### config.mk
export PLATFORM = sky130hd
export DESIGN_NAME = step_dir_decoder
export DESIGN_NICKNAME = d
export VERILOG_FILES = /design/src/rtl/step_pkg.sv /design/src/rtl/sat_counter.sv /design/src/rtl/step_dir_decoder.sv
export SDC_FILE = /design/constraint.sdc
export NUM_CORES = 1
export LEC_CHECK = 0
export BUFFER_PORTS_ARGS = -buffer_cell sky130_fd_sc_hd__buf_2
export CORE_MARGIN = 10
export CORE_UTILIZATION = 45
export CTS_BUF_LIST = sky130_fd_sc_hd__clkbuf_8
export CTS_CLUSTER_SIZE = 16
export DETAILED_ROUTE_END_ITERATION = 10
export MAX_ROUTING_LAYER = met4
export PLACE_DENSITY_LB_ADDON = 0.25
export SETUP_SLACK_MARGIN = 0.5
export SLEW_MARGIN = 20
export SYNTH_ARGS = -nofsm -noshare
export SYNTH_HDL_FRONTEND = slang
export SYNTH_HIERARCHICAL = 1
export SYNTH_SLANG_ARGS = --single-unit
### constraint.sdc
create_clock -name clk -period 4.3 [get_ports clk]
set_input_delay 0.43 -clock clk [delete_from_list [all_inputs] [get_ports clk]]
set_output_delay 0.43 -clock clk [all_outputs]
set_load 0.005 [all_outputs]
### src/rtl/step_pkg.sv
// Shared types for the step/dir decoder.
//   step_e    : decoded step code, same encoding as the counter's state output
//   dec_fsm_e : decoder sync state
package step_pkg;

  typedef enum logic [1:0] {
    STEP_HOLD = 2'd0,
    STEP_UP   = 2'd1,
    STEP_DOWN = 2'd2,
    STEP_ERR  = 2'd3
  } step_e;

  typedef enum logic {
    UNSYNC = 1'b0,
    TRACK  = 1'b1
  } dec_fsm_e;

endpackage

### src/rtl/sat_counter.sv
// Saturating up-counter with synchronous clear and load-to-one.
//   clk, rst_n : clock, async active-low reset
//   clr        : zero the count (highest priority)
//   load1      : load the value 1
//   inc        : increment, holding at all-ones
//   count      : current value
module sat_counter #(
  parameter int WIDTH = 8
) (
  input  logic             clk,
  input  logic             rst_n,
  input  logic             clr,
  input  logic             load1,
  input  logic             inc,
  output logic [WIDTH-1:0] count
);

  logic [WIDTH-1:0] count_q, count_d;

  always_comb begin
    count_d = count_q;
    if (clr)                            count_d = '0;
    else if (load1)                     count_d = WIDTH'(1);
    else if (inc && (count_q != '1))    count_d = count_q + WIDTH'(1);
  end

  always_ff @(posedge clk or negedge rst_n) begin
    if (!rst_n) count_q <= '0;
    else        count_q <= count_d;
  end

  assign count = count_q;

endmodule

### src/rtl/step_dir_decoder.sv
// Recovers hold/up/down commands from sampled up/down counter values.
//   clk, rst      : clock, async active-low reset
//   clr           : sync clear to UNSYNC, zero counters (beats valid)
//   valid, q_in   : new sample strobe and sampled count
//   state/en/dir  : decoded step, held between strobes
//   out_valid     : one-cycle strobe when state/en/dir are new
//   synced        : a reference value is held
//   run_len       : length of the current run of equal states
//   err_cnt       : illegal jumps seen since reset/clr
module step_dir_decoder
  import step_pkg::*;
#(
  parameter int W     = 4,
  parameter int RUN_W = 8,
  parameter int ERR_W = 4
) (
  input  logic             clk,
  input  logic             rst,
  input  logic             clr,
  input  logic             valid,
  input  logic [W-1:0]     q_in,
  output logic [1:0]       state,
  output logic             en,
  output logic             dir,
  output logic             out_valid,
  output logic             synced,
  output logic [RUN_W-1:0] run_len,
  output logic [ERR_W-1:0] err_cnt
);

  // Difference is taken modulo 2^W, so wrap-around steps are legal.
  function automatic step_e classify(input logic [W-1:0] q, input logic [W-1:0] r);
    logic [W-1:0] d;
    d = q - r;
    if (d == '0)             return STEP_HOLD;
    else if (d == W'(1))     return STEP_UP;
    else if (d == {W{1'b1}}) return STEP_DOWN;
    else                     return STEP_ERR;
  endfunction

  dec_fsm_e     fsm_q, fsm_d;
  logic [W-1:0] ref_q, ref_d;
  step_e        step_q, step_d;
  logic         en_q, en_d, dir_q, dir_d, ov_q, ov_d;
  // Set when a reference is captured; forces the first classification
  // after resync to start a new run even if it repeats the old state.
  logic         fresh_q, fresh_d;
  logic         cls;
  step_e        cls_step;
  logic         run_load1;

  always_comb begin
    fsm_d    = fsm_q;
    ref_d    = ref_q;
    step_d   = step_q;
    en_d     = en_q;
    dir_d    = dir_q;
    ov_d     = 1'b0;
    fresh_d  = fresh_q;
    cls      = 1'b0;
    cls_step = classify(q_in, ref_q);
    if (clr) begin
      fsm_d = UNSYNC;
    end else if (valid) begin
      ref_d = q_in;
      if (fsm_q == UNSYNC) begin
        fsm_d   = TRACK;
        fresh_d = 1'b1;
      end else begin
        cls     = 1'b1;
        ov_d    = 1'b1;
        fresh_d = 1'b0;
        step_d  = cls_step;
        en_d    = (cls_step == STEP_UP) || (cls_step == STEP_DOWN);
        dir_d   = (cls_step == STEP_UP);
        if (cls_step == STEP_ERR) fsm_d = UNSYNC;
      end
    end
  end

  always_ff @(posedge clk or negedge rst) begin
    if (!rst) begin
      fsm_q   <= UNSYNC;
      ref_q   <= '0;
      step_q  <= STEP_HOLD;
      en_q    <= 1'b0;
      dir_q   <= 1'b0;
      ov_q    <= 1'b0;
      fresh_q <= 1'b0;
    end else begin
      fsm_q   <= fsm_d;
      ref_q   <= ref_d;
      step_q  <= step_d;
      en_q    <= en_d;
      dir_q   <= dir_d;
      ov_q    <= ov_d;
      fresh_q <= fresh_d;
    end
  end

  assign run_load1 = cls && (fresh_q || (cls_step != step_q) || (run_len == '0));

  sat_counter #(.WIDTH(RUN_W)) u_run (
    .clk   (clk),
    .rst_n (rst),
    .clr   (clr),
    .load1 (run_load1),
    .inc   (cls && !run_load1),
    .count (run_len)
  );

  sat_counter #(.WIDTH(ERR_W)) u_err (
    .clk   (clk),
    .rst_n (rst),
    .clr   (clr),
    .load1 (1'b0),
    .inc   (cls && (cls_step == STEP_ERR)),
    .count (err_cnt)
  );

  assign state     = step_q;
  assign en        = en_q;
  assign dir       = dir_q;
  assign out_valid = ov_q;
  assign synced    = (fsm_q == TRACK);

endmodule

==> results.txt, run 1 <==
Status -> finished, final reports clean
CP required -> 4.48 ns
Min Tclk post-route -> 2.94 ns
Setup violators final -> 0
Tot Pwr -> 0.513 mW
CP Max Fanout -> 8
DRT antenna net count -> 0
CP peak stage delay -> 0.40 ns
Initial antenna violation count -> 0
Multi-input gate area -> 739 sq um
P&R area growth vs syn -> 16.4%
Slew Viols, Final -> 0
Cell repeated most along the worst path -> and4b_1
Critical path type -> reg -> reg
Cell total after placement -> 200
Cell area after synthesis -> 1350 sq um
First-pass GRT wire length -> 5410 um
Setup_tns -> 0 ns
Number of global-route vias before repair -> 1160
Final hold vios -> 0
CP Depth -> 10
Hold Path Class -> in -> async
Row cnt -> 19
Initial core utilization -> 0.479
Distinct cells, synth -> 40
CTS tree -> built
Internal -> 0.354 mW
Largest net degree at the start of global routing -> 24
Final period utilization -> 0.683
DPL Wire Length -> 2380 um
Comb pwr share -> 0.235
DRT iter0 DRCs -> 71
Avg Cell Area, Syn -> 9.47 sq um
Vias/cell -> 5.80
IO buf count -> 25
Worst slew margin -> 0.661
DRC viols -> 0
Sw power -> 0.159 mW
Synthesis Warnings -> 6
Switching share of power -> 0.310
Post-DR wirelength/cell -> 15.2 um
Layout cell share with drive strength beyond 1 -> 0.231
Hold-fix buffers, CTS -> 0
Post-layout net count -> 190
Layout fillers -> 262
R2R depth -> 10
Finished Layout Cells -> 204
Clock Pin Slew Worst Setup and Hold Paths -> 0.09 ns
Finished Core Util -> 0.558
RSZ-0062 raised after global routing -> no
Io pins -> 26
CTS H-tree lvls -> 1
CTS-repair resized insts -> 0
Vias post-DR -> 1183
Reg-to-Reg Start -> ref_q[0]$_DFFE_PN0P_
CP delay by family, top -> simple AND/OR/NAND/NOR gates
Clk network pwr share -> 0.272
Clock buffer count from CTS -> 3
Post-Place Worst Slack -> 1.22 ns
Final GP Congestion -> 0.863
Hold_ws -> 0.113 ns
Register area -> 576 sq um
Crit path max-delay cell type -> dfrtp_1
Clock Latency Late Sink -> 0.27 ns
Global-route usage over all layers -> 0.126
Flop2flop setup slack -> 1.36 ns
Die height -> 74.7 um
PwrDens -> 328 nW/um^2
Core footprint -> 2810 sq um
Final WS setup -> 1.36 ns
Worst Skew -> 0.00870 ns
Overall routed net length -> 3100 um
Maximum buffer depth of the clock tree -> 2
Area leader, netlist -> dfrtp_1
Ant diodes -> 0
Grt total ovfl -> 0
Worst path cell trace -> ha_1 > fa_1 > xor2_1 > nor3_1 > and3_4 > or3_1 > and4b_1 > and4_1 > and4b_1 > a211oi_1
Worst Setup End Kind -> flip-flop
Crit path buffers/inverters -> 0
Seq pwr share -> 0.494
Clk root buf -> clkbuf_8
Post-DP Area -> 1520 sq um
CP Data Arrival Time -> 3.12 ns
Setup crit start kind -> flip-flop
RR Endpoint -> u_run/count[6]$_DFFE_PN0P_
Area share of the largest cell type after synthesis -> 0.428
Cell leakage power -> 0.767 nW
Clock sinks -> 23
Cells after Synth -> 142
Synth area leaders -> dfrtp_1 43%, ha_1 6.5%, nand2_1 6.1%
Max frequency -> 340 MHz
Worst slew pin tran -> 0.508 ns
Register area share after synthesis -> 0.428
Die Area -> 5580 sq um
Width of the die -> 74.7 um
Detailed Routing Iterations Pass 1 -> 4
Flops & latches, synth -> 23
Cell area after layout -> 1570 sq um
Setup repair bufs after CTS -> 0
Max cap viols -> 0
Peak supply drop -> 0.000210 V
registers in the layout, summed over array words and instances (netlist names):
register     count
ref_q            4
u_err/count      4
synced           1
state            2
dir              1
u_run/count      8
out_valid        1
en               1
fresh_q          1
worst reg2reg max path: cells and delay by family, from the launching register on:
| kind | cells | cell delay, ns |
|---|---|---|
| simple gates | 6 | 1.35 |
| compound gates | 1 | 0.21 |
| fa+ha+maj | 2 | 0.62 |
| flops | 1 | 0.40 |
| xor+xnor | 1 | 0.25 |
worst max path at each step:
stage	from	end	slack [ns]
finish	ref_q[0]$_DFFE_PN0P_	u_run/count[6]$_DFFE_PN0P_	1.36
global route	ref_q[0]$_DFFE_PN0P_	u_run/count[0]$_DFFE_PN0P_	1.18
CTS	ref_q[0]$_DFFE_PN0P_	u_run/count[6]$_DFFE_PN0P_	1.37
detailed placement	q_in[0]	u_run/count[6]$_DFFE_PN0P_	1.22
global placement	q_in[0]	u_run/count[6]$_DFFE_PN0P_	1.34
floorplan	q_in[0]	u_run/count[6]$_DFFE_PN0P_	1.52
area by class of cell:
type,instances,area share
Clock inverter,1,0.00480
Sequential cell,23,0.368
Inverter,10,0.0240
Clock buffer,3,0.0264
Multi-Input combinational cell,111,0.472
Timing Repair Buffer,25,0.0799
Tap cell,31,0.0248
synth_stat cells, drive strengths merged:
cell type,n
nor4,4
ha,7
nand3b,1
mux2,1
conb,1
and4,2
o211ai,2
or2,1
and2b,1
a31oi,3
nand4,2
mux2i,3
and4b,2
xor2,3
a41oi,2
a21o,2
o31ai,2
o41ai,1
nand3,8
nand4b,1
and3,2
nor2,5
o2111a,1
nor3,5
fa,1
or3,3
o21ai,10
o211a,1
nand2,22
a211oi,3
inv,10
dfrtp,23
a21oi,7
power by group through the flow:
stage | clock network, mW | registers, mW | logic (mW)
2_1_floorplan | 0 | 0.257 | 0.0744
3_3_place_gp | 0 | 0.257 | 0.115
3_5_place_dp | 0 | 0.258 | 0.121
4_1_cts | 0.141 | 0.253 | 0.122
5_1_grt | 0.152 | 0.257 | 0.139
6_report | 0.139 | 0.253 | 0.121
cell families (layout without fill, tap and decap cells):
group | after synthesis | after routing | share of synthesized area
and+or+nand+nor | 59 | 59 | 0.242
AOI/OAI and AO/OA | 34 | 34 | 0.169
DFF | 23 | 23 | 0.428
buffers and inverters | 10 | 39 | 0.0279
adders and majority gates | 8 | 8 | 0.0800
muxes | 4 | 4 | 0.0307
xor gates and xnor gates | 3 | 3 | 0.0195
other | 1 | 3 | 0.00279
placed cells by master, fill, tap and decap left out, types with 4 or more instances in the layout:
| cell | count |
|---|---|
| buf_2 | 25 |
| dfrtp_1 | 23 |
| ha_1 | 7 |
| o21ai_0 | 5 |
| a21oi_1 | 5 |
| nor2_1 | 5 |
| nor4_1 | 4 |
| o21ai_1 | 5 |
| inv_1 | 8 |
| nor3_1 | 5 |
| nand2_1 | 22 |
| nand3_1 | 7 |
per-layer routing:
metal	wire, um	up-vias	part of all wire	GRT usage
li1	-	585	-	-
met1	1410	570	0.46	0.154
met2	1450	24	0.47	0.195
met3	187	4	0.060	0.0329
met4	49	0	0.016	0.0504
met5	0	-	0	-
No activity file was read; power rests on OpenSTA's default activity.
==> run 2: changes to the inputs <==
Clock period 4.3 ns to 2.4 ns, I/O delays scaled along.
==> run 2 against run 1 <==
The run now ends with negative setup slack left. Total power is 120% higher. Sequential share of layout area is 8.0 points lower. Register-to-register slack worse by 1.6 ns. Global-route usage is 0.77 points higher. Critical path type unchanged. Largest cell class unchanged. Largest power group unchanged.
==> results.txt, run 2 (synthesis results as in run 1) <==
DPL Wire Length -> 2500 um
Grt total ovfl -> 0
Clk root buf -> clkbuf_8
Vias/cell -> 5.78
Crit path launch -> ref_q[0]$_DFFE_PN0P_
Clock Latency Late Sink -> 0.26 ns
Layout fillers -> 202
Final hold vios -> 0
Setup_tns -> -2.03 ns
Worst Setup End Kind -> flip-flop
DRC viols -> 0
Maximum buffer depth of the clock tree -> 2
Global-route usage over all layers -> 0.134
PwrDens -> 561 nW/um^2
CP Capture Point -> u_run/count[6]$_DFFE_PN0P_
Final WS setup -> -0.252 ns
Layout cell share with drive strength beyond 1 -> 0.474
P&R area growth vs syn -> 48.7%
Peak supply drop -> 0.000301 V
CTS tree -> built
Clock Pin Slew Worst Setup and Hold Paths -> 0.09 ns
Final GP Congestion -> 0.811
Max cap viols -> 0
Max frequency -> 377 MHz
Clock buffer count from CTS -> 3
Slew Viols, Final -> 0
Detailed Routing Iterations Pass 1 -> 4
CP required -> 2.58 ns
Post-Place Worst Slack -> -0.281 ns
Status -> complete, but fails checks
Worst slew pin tran -> 0.528 ns
RSZ-0062 raised after global routing -> yes
DRT iter0 DRCs -> 95
Min Tclk post-route -> 2.65 ns
Cell leakage power -> 0.918 nW
Worst Skew -> 0.00680 ns
Number of global-route vias before repair -> 1285
Io pins -> 26
IO buf count -> 25
Post-DR wirelength/cell -> 17.3 um
Commonest non-fill, non-tap cell in the layout -> buf_2
Vias post-DR -> 1311
Worst slew margin -> 0.648
Setup crit start kind -> flip-flop
DRT antenna net count -> 0
Overall routed net length -> 3920 um
CP Max Fanout -> 4
Die height -> 74.7 um
Hold Path Class -> in -> reg
Finished Layout Cells -> 227
Largest register FFs -> 8
Die Area -> 5580 sq um
Setup violators final -> 13
Met3 WL -> 178 um
Met2 WL post-DR -> 2040 um
CTS H-tree lvls -> 1
Critical path type -> reg -> reg
Cell total after placement -> 211
WL met1 -> 1630 um
First-pass GRT wire length -> 5750 um
Top Layer Used -> met4
Initial antenna violation count -> 0
Row cnt -> 19
Ant diodes -> 0
Flop2flop setup slack -> -0.25 ns
Violated checks -> negative setup slack
Initial core utilization -> 0.479
Tot Pwr -> 1.12 mW
Hold_sp -> q_in[3]
Width of the die -> 74.7 um
Most frequent cells in the layout -> 25 x buf_2, 23 x dfrtp_1, 22 x nand2_1
RR Endpoint -> u_run/count[6]$_DFFE_PN0P_
CP Data Arrival Time -> 2.83 ns
R2R depth -> 9
Post-layout net count -> 213
Largest net degree at the start of global routing -> 24
Core footprint -> 2810 sq um
Final period utilization -> 1.10
Reg-to-Reg Start -> ref_q[0]$_DFFE_PN0P_
Clock sinks -> 23
## run 2: changes by cell type in the layout (fill, tap and decap cells not counted), moves of 4 or more
| cell | delta |
|---|---|
| ha_1 | -4 |
| ha_4 | +4 |
| o21ai_2 | +4 |
| buf_6 | +9 |
| buf_4 | +13 |
## run 2: area by class of cell
class                   count  area (sq um)  share of cell area
clock buffers               3          41.3              0.0207
clock inverters             1          3.75             0.00188
inverters                  10          37.5              0.0188
multi-input cells         111           968               0.484
flip-flops and latches     23           576               0.288
well taps                  31          38.8              0.0194
repair buffers             48           334               0.167
## run 2: critical path, cell delays in order (launching register included)
cell and delay [ns]:
dfrtp_1 0.42, ha_4 0.18, fa_2 0.56, nor3_2 0.06
and3_4 0.21, or3_4 0.35, and4b_2 0.25, and4_4 0.21
and4b_1 0.18, a211oi_2 0.16
## run 2: metrics by stage
| step | instance area (sq um) | hold WS (ns) | util |
|---|---|---|---|
| after floorplan | 1380 | -0.0556 | - |
| after global placement | 1620 | 0.241 | 0.579 |
| after detailed placement | 1620 | 0.245 | 0.579 |
| after CTS | 1830 | 0.198 | 0.654 |
| after global routing | 2000 | 0.193 | 0.713 |
| final | 2000 | 0.197 | 0.713 |
## run 2: what timing repair did
item / 4_1_cts / 5_1_grt
endpoints found under the setup margin: 15 / 16
setup buffers: 5 / 6
endpoints found under the hold margin: 23 / 0
resized for setup: 26 / 22
hold buffers: 1 / 0
pin swaps: 12 / 11
## run 2: worst min-delay path by stage
| stage | endpoint | slack [ns] | depth (start not counted) |
|---|---|---|---|
| global placement | dir$_DFFE_PN0P_ | 0.24 | 1 |
| detailed placement | en$_DFFE_PN0P_ | 0.24 | 1 |
| finish | ref_q[3]$_DFFE_PN0P_ | 0.20 | 3 |
| CTS | ref_q[3]$_DFFE_PN0P_ | 0.20 | 3 |
| global route | ref_q[3]$_DFFE_PN0P_ | 0.19 | 3 |
| floorplan | dir$_DFFE_PN0P_ | -0.06 | 0 |
## run 2: metal layers
layer | GRT usage | vias up
met5 | - | -
met4 | 0.0504 | 0
met3 | 0.0223 | 8
met2 | 0.232 | 43
met1 | 0.152 | 633
li1 | - | 627
## run 2: report_power, final
group	switching (mW)	total [mW]	internal (mW)
clock network	0.127	0.241	0.114
registers	0.0358	0.461	0.425
logic	0.205	0.420	0.215
==> run 3: changes to the inputs <==
Settings changed: ABC_AREA from default to 1.
==> run 3 against run 2 <==
The flow still finishes with violations (negative setup slack). Fmax grew 8.2%. Utilization shrank 8.3 points. Setup slack gained 0.20 ns. Register-to-register slack gained 0.20 ns. Sequential power grew 2%. Critical path type unchanged. Sequential share of layout area grew 0.42 points. Flip-flop and latch count is the same. Synthesized cell count grew 41%. Hold slack gained 0.0069 ns. Die area grew 8.3%.
==> results.txt, run 3 <==
Status -> complete, but fails checks
Violated checks -> negative setup slack
Final GP Congestion -> 0.965
Area leader, netlist -> dfrtp_1
DPL Wire Length -> 2450 um
Initial core utilization -> 0.479
Crit path max-delay cell type -> fa_2
Seq pwr share -> 0.429
Synth area leaders -> dfrtp_1 38%, nand2_1 11%, nand3_1 7.7%
Cell leakage power -> 1.00 nW
Finished Layout Cells -> 285
Tot Pwr -> 1.10 mW
Layout fillers -> 277
Worst slew margin -> 0.656
Critical path type -> reg -> reg
DRT antenna net count -> 0
Hold_sp -> valid
Register area share after synthesis -> 0.384
Clock sinks -> 23
CP required -> 2.61 ns
RR Endpoint -> u_run/count[7]$_DFFE_PN0P_
Largest net degree at the start of global routing -> 24
Most common cell in the netlist -> nand2_1
CP Max Fanout -> 4
Most frequent cells in the layout -> 39 x nand2_1, 25 x buf_2, 24 x inv_1
Clock Pin Slew Worst Setup and Hold Paths -> 0.08 ns
Width of the die -> 77.7 um
Max frequency -> 408 MHz
Setup crit start kind -> flip-flop
Maximum buffer depth of the clock tree -> 2
Final hold vios -> 0
Max cap viols -> 0
Comb pwr share -> 0.355
Vias post-DR -> 1400
Cells after Synth -> 200
CTS tree -> built
Dominant synthesized flop cell -> dfrtp_1
Largest register FFs -> 8
Hold_ws -> 0.204 ns
Avg Cell Area, Syn -> 7.49 sq um
Post-synth ARST share -> 1.00
Area share of the largest cell type after synthesis -> 0.384
Worst Skew -> 0.00778 ns
Min Tclk post-route -> 2.45 ns
Clk root buf -> clkbuf_8
Worst Setup End Kind -> flip-flop
Vias/cell -> 4.91
Worst slew pin tran -> 0.516 ns
Core footprint -> 3130 sq um
Flops & latches, synth -> 23
Global-route usage over all layers -> 0.118
Post-layout net count -> 258
Switching share of power -> 0.333
Io pins -> 26
Hold Path Class -> in -> reg
Clock buffer count from CTS -> 3
Post-DP Area -> 1750 sq um
Cell area after layout -> 1970 sq um
Slew Viols, Final -> 0
Initial antenna violation count -> 0
Ant diodes -> 0
CP peak stage delay -> 0.54 ns
Number of global-route vias before repair -> 1372
Grt total ovfl -> 0
Layout cell share with drive strength beyond 1 -> 0.365
DRT iter0 DRCs -> 84
Setup_tns -> -0.150 ns
Clock Latency Late Sink -> 0.26 ns
IO buf count -> 25
Reg-to-Reg Start -> ref_q[0]$_DFFE_PN0P_
Sw power -> 0.366 mW
Register area -> 576 sq um
Number of flops mapped to enable cells by yosys -> 0
CTS H-tree lvls -> 1
Synthesis Warnings -> 6
Commonest non-fill, non-tap cell in the layout -> nand2_1
Post-Place Worst Slack -> -0.197 ns
R2R depth -> 14
Distinct cells, synth -> 31
Internal -> 0.734 mW
Overall routed net length -> 3480 um
Flop2flop setup slack -> -0.05 ns
Finished Core Util -> 0.630
RSZ-0062 raised after global routing -> yes
Setup violators final -> 6
Detailed Routing Iterations Pass 1 -> 4
Die height -> 77.7 um
Worst Hold Path EP -> synced$_DFFE_PN0P_
Die Area -> 6040 sq um
CP Data Arrival Time -> 2.66 ns
Peak supply drop -> 0.000386 V
Final period utilization -> 1.02
Worst path cell trace -> ha_2 > fa_2 > buf_4 > and2_4 > nand2_2 > nand2_2 > nand3_2 > nor2_1 > nor2_1 > or2_4 > buf_4 > a21oi_1 > nand2_1 > inv_1
Row cnt -> 20
Cell total after placement -> 276
Clk network pwr share -> 0.216
P&R area growth vs syn -> 31.6%
Cell area after synthesis -> 1500 sq um
DRC viols -> 0
Top cells by count, synth -> 45 x nand2_1, 25 x inv_1, 23 x dfrtp_1, 23 x nand3_1, 23 x nor2_1
PwrDens -> 558 nW/um^2
Multi-input gate area -> 942 sq um
Worst hold stages -> 2
First-pass GRT wire length -> 5920 um
Post-DR wirelength/cell -> 12.2 um
Final WS setup -> -0.0503 ns
run 3: how the worst max path moves through the flow:
stage / startpoint / cells after the start / end
5_1_grt: ref_q[0]$_DFFE_PN0P_ / 15 / u_run/count[3]$_DFFE_PN0P_
6_report: ref_q[0]$_DFFE_PN0P_ / 14 / u_run/count[7]$_DFFE_PN0P_
3_3_place_gp: ref_q[0]$_DFFE_PN0P_ / 15 / u_err/count[3]$_DFFE_PN0P_
3_5_place_dp: ref_q[0]$_DFFE_PN0P_ / 14 / u_run/count[1]$_DFFE_PN0P_
4_1_cts: ref_q[0]$_DFFE_PN0P_ / 14 / u_run/count[1]$_DFFE_PN0P_
2_1_floorplan: ref_q[0]$_DFFE_PN0P_ / 14 / u_run/count[4]$_DFFE_PN0P_
run 3: per-layer routing:
metal	vias to the layer above	global-route usage	wire, um
li1	719	-	-
met1	646	0.139	1580
met2	33	0.185	1650
met3	2	0.0426	226
met4	0	0.0347	28
met5	-	-	0
run 3: cell type report:
type                    count  share of cell area
inverters                  29              0.0603
flip-flops and latches     23               0.292
clock inverters             1             0.00254
well taps                  44              0.0279
clock buffers               3              0.0210
repair buffers             37               0.118
multi-input cells         148               0.478
run 3: critical path, delay by kind of cell, from the launching register on:
family	cells	cell delay [ns]
compound gates	1	0.10
fa+ha+maj	2	0.72
simple gates	8	0.90
flops	1	0.38
buf+inv	3	0.31
run 3: repair_timing:
item                                   CTS  global route
setup endpoints to repair               16            17
pin swaps                               14             5
resized for setup                       16            19
endpoints found under the hold margin   23             0
buffers inserted                         4             0
hold buffers                             1             0
run 3: power by group through the flow:
stage          registers, mW  clock network [mW]  logic [mW]
5_1_grt                0.479               0.263       0.442
2_1_floorplan          0.476                   0       0.191
6_report               0.472               0.238       0.390
4_1_cts                0.472               0.250       0.363
3_3_place_gp           0.479                   0       0.304
3_5_place_dp           0.478                   0       0.309
run 3: cells by family (layout without fill, tap and decap cells):
kind of cell,Yosys count,after routing,share of synthesized area
other,1,2,0.00250
and+or+nand+nor,113,113,0.370
AOI/OAI and AO/OA,24,24,0.0902
DFF,23,23,0.384
adders and majority gates,8,8,0.0718
xor gates and xnor gates,1,1,0.00585
buffers and inverters,30,70,0.0752
